==> config.mk <==
export PLATFORM = sky130hd
export DESIGN_NAME = dp_ram_rsp
export DESIGN_NICKNAME = d
export VERILOG_FILES = /design/src/rtl/dp_ram_rsp.sv
export SDC_FILE = /design/constraint.sdc
export NUM_CORES = 1
export LEC_CHECK = 0
export CORE_ASPECT_RATIO = 1.75
export CORE_MARGIN = 2
export CORE_UTILIZATION = 35
export CTS_CLUSTER_DIAMETER = 30
export DETAILED_ROUTE_END_ITERATION = 8
export DONT_BUFFER_PORTS = 1
export GPL_ROUTABILITY_DRIVEN = 1
export PLACE_DENSITY_LB_ADDON = 0.1
export SYNTH_ARGS = -nofsm -noshare
export SYNTH_HDL_FRONTEND = slang
export SYNTH_SLANG_ARGS = --single-unit
==> constraint.sdc <==
create_clock -name clk -period 1.8 [get_ports clk]
set_clock_uncertainty 0.05 [all_clocks]
set_input_delay 0.36 -clock clk [delete_from_list [all_inputs] [get_ports clk]]
set_output_delay 0.36 -clock clk [all_outputs]
set_load 0.01 [all_outputs]
==> src/rtl/dp_ram_rsp.sv <==
// dp_ram_rsp: dual-port RAM responder. Ports A and B each get a req/ack
// handshake and registered read data. The block also arbitrates
// write-write collisions to the same word and gives read-first behaviour
// when one port reads a word that the other port writes on the same edge.
// Optional macro RAM_CLEAR_EN adds a zeroing sweep after reset; busy is
// held high during the sweep.
//
// state   | meaning
// S_CLEAR | sweep writes 0 to one word per cycle, busy=1 (RAM_CLEAR_EN only)
// S_IDLE  | serving requests, busy=0
module dp_ram_rsp #(
   parameter int AW = 3,
   parameter int DW = 3
) (
   input  logic          clk,
   input  logic          rst_n,
   input  logic          a_req,
   input  logic          a_we,
   input  logic [AW-1:0] a_addr,
   input  logic [DW-1:0] a_wdata,
   output logic          a_ack,
   output logic [DW-1:0] a_rdata,
   output logic          a_rvalid,
   input  logic          b_req,
   input  logic          b_we,
   input  logic [AW-1:0] b_addr,
   input  logic [DW-1:0] b_wdata,
   output logic          b_ack,
   output logic [DW-1:0] b_rdata,
   output logic          b_rvalid,
   output logic [7:0]    coll_cnt,
   output logic          busy
);

   localparam int DEPTH = 2**AW;

   logic [DW-1:0] mem [DEPTH];
   logic          a_elig;
   logic          b_elig;
   logic          wr_coll;
   logic          a_take;
   logic          b_take;
   logic          prio_b;

   // A port is eligible when it requests while the block is not busy. It
   // must also not be inside its own ack cycle: a request still high during
   // the ack cycle is treated as a new request and is taken one edge later.
   // This gives the req -> ack -> next req rhythm.
   always_comb begin
      a_elig  = a_req && !busy && !a_ack;
      b_elig  = b_req && !busy && !b_ack;
      wr_coll = a_elig && b_elig && a_we && b_we && (a_addr == b_addr);
      a_take  = a_elig && !(wr_coll && prio_b);
      b_take  = b_elig && !(wr_coll && !prio_b);
   end

   // Handshake outputs, registered read data, priority pointer and collision count
   always_ff @(posedge clk or negedge rst_n) begin
      if (!rst_n) begin
         a_ack    <= 1'b0;
         a_rvalid <= 1'b0;
         a_rdata  <= '0;
         b_ack    <= 1'b0;
         b_rvalid <= 1'b0;
         b_rdata  <= '0;
         prio_b   <= 1'b0;
         coll_cnt <= 8'd0;
      end else begin
         a_ack    <= a_take;
         a_rvalid <= a_take && !a_we;
         if (a_take && !a_we) begin
            a_rdata <= mem[a_addr];
         end
         b_ack    <= b_take;
         b_rvalid <= b_take && !b_we;
         if (b_take && !b_we) begin
            b_rdata <= mem[b_addr];
         end
         if (wr_coll) begin
            prio_b <= !prio_b;
            if (coll_cnt != 8'hff) begin
               coll_cnt <= coll_cnt + 8'd1;
            end
         end
      end
   end

`ifdef RAM_CLEAR_EN
   typedef enum logic {S_CLEAR, S_IDLE} state_t;

   state_t        state;
   logic [AW-1:0] clr_addr;

   // Post-reset sweep; a reset during the sweep restarts it from word 0
   always_ff @(posedge clk or negedge rst_n) begin
      if (!rst_n) begin
         state    <= S_CLEAR;
         clr_addr <= '0;
         busy     <= 1'b1;
      end else begin
         case (state)
            S_CLEAR: begin
               clr_addr <= clr_addr + 1'b1;
               if (clr_addr == AW'(DEPTH-1)) begin
                  state <= S_IDLE;
                  busy  <= 1'b0;
               end
            end
            default: begin
               busy <= 1'b0;
            end
         endcase
      end
   end

   // Storage: the sweep and port writes never overlap because busy blocks the ports
   always_ff @(posedge clk) begin
      if (state == S_CLEAR) begin
         mem[clr_addr] <= '0;
      end
      if (a_take && a_we) begin
         mem[a_addr] <= a_wdata;
      end
      if (b_take && b_we) begin
         mem[b_addr] <= b_wdata;
      end
   end
`else
   assign busy = 1'b0;

   // Storage: a same-word write pair is never taken together, so the order here is irrelevant
   always_ff @(posedge clk) begin
      if (a_take && a_we) begin
         mem[a_addr] <= a_wdata;
      end
      if (b_take && b_we) begin
         mem[b_addr] <= b_wdata;
      end
   end
`endif

endmodule
==> metrics.yaml <==
timing:
  fin_ws_ps: -74.5
  max_freq_mhz: 533
  setup_viol: 27
  finalMaxSlewViolations: 0
  tightest_slew_ps: 892
  slew_headroom: 0.403
  period_share: 1.04
  rsz0062_at_grt: "yes"
  hold_violations: 0
  layout_min_cycle_time_ps: 1870
power:
  cellLeakagePower_uw: 0.00122
  power.total_uw: 2460
  p_per_area_nw_per_um2: 797
  ir_drop_v: 0.000445
critical_path:
  cp_cell_sequence: "nand3b_1 > buf_6 > nor4b_4 > mux2_2"
  cp-end-kind: "flip-flop"
  slowest_stage: "dfrtp_1"
  crit_start: "b_ack$_DFF_PN0_"
  critPathMaxFanout: 4
  criticalPathCategory: "reg2reg"
  required_ps: 1790
  timing.rr.start: "b_ack$_DFF_PN0_"
  cpPeakStageDelay_ps: 390
  start_kind: "flip-flop"
  arrival_ps: 1870
synth:
  avgSynthCellArea_um2: 12.1
  syn-num-nets: 222
  synth_area_um2: 2460
  synth-edff-count: 24
  synthArstFlopShare: 0.442
  synth.top_cell.area_share: 0.293
  ys.flop_type: "edfxtp_1"
  yosysWarningCount: 0
  ys_types: 45
  yosys.area.top_type: "edfxtp_1"
  synthTopCellsByArea: "edfxtp_1 29%, dfrtp_1 19%, mux2_2 12%"
  synth-seq-cells: 43
  synth_cells: 203
  seq_area_frac_synth: 0.487
clocking:
  clock_sinks: 43
  cts_tree: "done"
  htreeDepth: 2
  cts_buffers: 5
  clkLatencyLatePin_ps: 290
  clockRootBuffer: "clkbuf_16"
  clk_pin_slew_ps: 60
  clockBufferDepth: 2
die:
  core_um2: 6860
  initial_core_util: 0.358
  die_h_um: 115
  boundaryPins: 37
  row_count: 40
  dieArea_um2: 7730
  die_w_um: 67.3
placement:
  dpl.hpwl_mm: 5.58
  place.gp.congestion: 0.830
  dp.cells: 299
  port-buffer-count: 0
  pre_cts_ws_ps: -154
  placed_area_um2: 2720
drt:
  drt_iter0_markers: 115
  num_vias: 1801
  post_drt_wl_per_cell_um: 23.1
  ant_nets: 0
  first_pass_iters: 4
  wl_mm: 7.14
  vias_per_cell: 5.83
  drc: 0
global_routing:
  grt_first_pass_wirelength_mm: 10.3
  grt-ovfl-total: 0
  grt_max_degree: 20
  antenna_found_initial: 0
  grt_pass1_vias: 1940
  grtUsageTotal: 0.191
status:
  status: "finished with violations"
  failed_checks: "negative setup slack"
final_layout:
  postLayoutCoreUtil: 0.450
  syn_to_final_growth_pct: 25.5
  layout_common_cells: "24 x edfxtp_1, 20 x mux2_2, 19 x dfrtp_1, 18 x buf_4, 12 x nor2_1"
  layout.cells.non_filler: 309
  diodes: 0
  final_area_um2: 3080
  nNetsFinal: 243
  drive_gt1_frac: 0.382
  layout_commonest_cell: "edfxtp_1"
flow_run:
  maxCapViolCount: 0
worst_hold_path:
  hp-class: "in2reg"
  holdCritStartpoint: "a_req"
==> layer usage <==
metal,share of wire,vias to the layer above,track usage
met3,0.056,24,0.0568
met5,0,-,0
met4,0.043,0,0.102
met2,0.59,73,0.384
met1,0.31,884,0.151
li1,-,820,-
==> Yosys cell counts, types with 2 or more instances <==
master and number:
xor2_1 7, nand2_1 10, dfrtp_1 19, nor2_1 13
and4_1 2, o22ai_1 2, edfxtp_1 24, o211ai_1 3
nand4_1 5, nor4_2 3, nor2b_1 2, a221oi_1 2
mux2_1 3, mux2_2 26, xnor2_1 4, a21oi_1 4
o21ai_0 7, mux2i_1 9, mux4_2 4, buf_1 2
nand2b_1 6, o21bai_1 5, nand3b_1 2, a22oi_1 3
clkbuf_1 3, o22a_1 2, inv_1 4, buf_4 2
nor4_1 2, nor3_1 3, a31oi_1 2, and3b_1 2
nand3_1 4
==> report_power, final <==
group	leakage (uW)	switching, uW	internal [uW]
Combinational	0.000679	137	159
Sequential	0.000457	54.1	1100
Clock	0.0000812	364	646
==> metrics by stage <==
| stage | hold slack (ps) | TNS, ps |
|---|---|---|
| floorplan | 14.4 | -891 |
| global placement | 14.9 | -5140 |
| detailed placement | 14.9 | -4700 |
| CTS | 170 | -3260 |
| global route | 176 | -3770 |
| finish | 174 | -1290 |
==> critical path, delay by kind of cell (launching register included) <==
| family | cells | cell delay (ps) |
|---|---|---|
| muxes | 1 | 380 |
| buffers and inverters | 1 | 180 |
| DFF | 1 | 390 |
| and+or+nand+nor | 2 | 620 |
==> path summary, 6_finish.rpt <==
path | to | slack, ps | cells after the start
worst min-delay path | a_ack$_DFF_PN0_ | 170 | 2
worst min register to register | coll_cnt[6]$_DFFE_PN0P_ | 520 | 1
max in group asynchronous | coll_cnt[3]$_DFFE_PN0P_ | 560 | 1
worst max register to register | mem[0][0]$_DFFE_PP_ | -70 | 4
worst max-delay path | mem[0][0]$_DFFE_PP_ | -70 | 4
min in group asynchronous | a_rvalid$_DFF_PN0_ | 590 | 1
==> logic make-up after synthesis <==
logic type                 after synthesis  synth area share
AOI/OAI and AO/OA                       32            0.0876
xor gates and xnor gates                11            0.0392
adders and majority gates                1           0.00509
buffers and inverters                   12            0.0219
DFF                                     43             0.487
muxes                                   42             0.206
other                                    1           0.00153
and+or+nand+nor                         61             0.151
==> cell type report <==
type	count	area, um^2
Tap cell	84	105
Multi-Input combinational cell	148	1420
Inverter	4	15.0
Clock buffer	5	125
Timing Repair Buffer	22	179
Sequential cell	43	1200
Fill cell	621	3770
Clock inverter	3	38.8
==> timing repair <==
action	CTS	global route
setup buffers	3	3
endpoints found under the setup margin	51	55
pin swaps	8	7
resized for setup	15	21
hold endpoints to repair	19	0
hold buffers	1	0
==> registers in the layout, indices dropped and copies added, names as in the netlist <==
signal    count
b_ack         1
prio_b        1
b_rdata       3
b_rvalid      1
a_rdata       3
a_ack         1
a_rvalid      1
mem          24
coll_cnt      8
(Power assumes the default switching activity.)
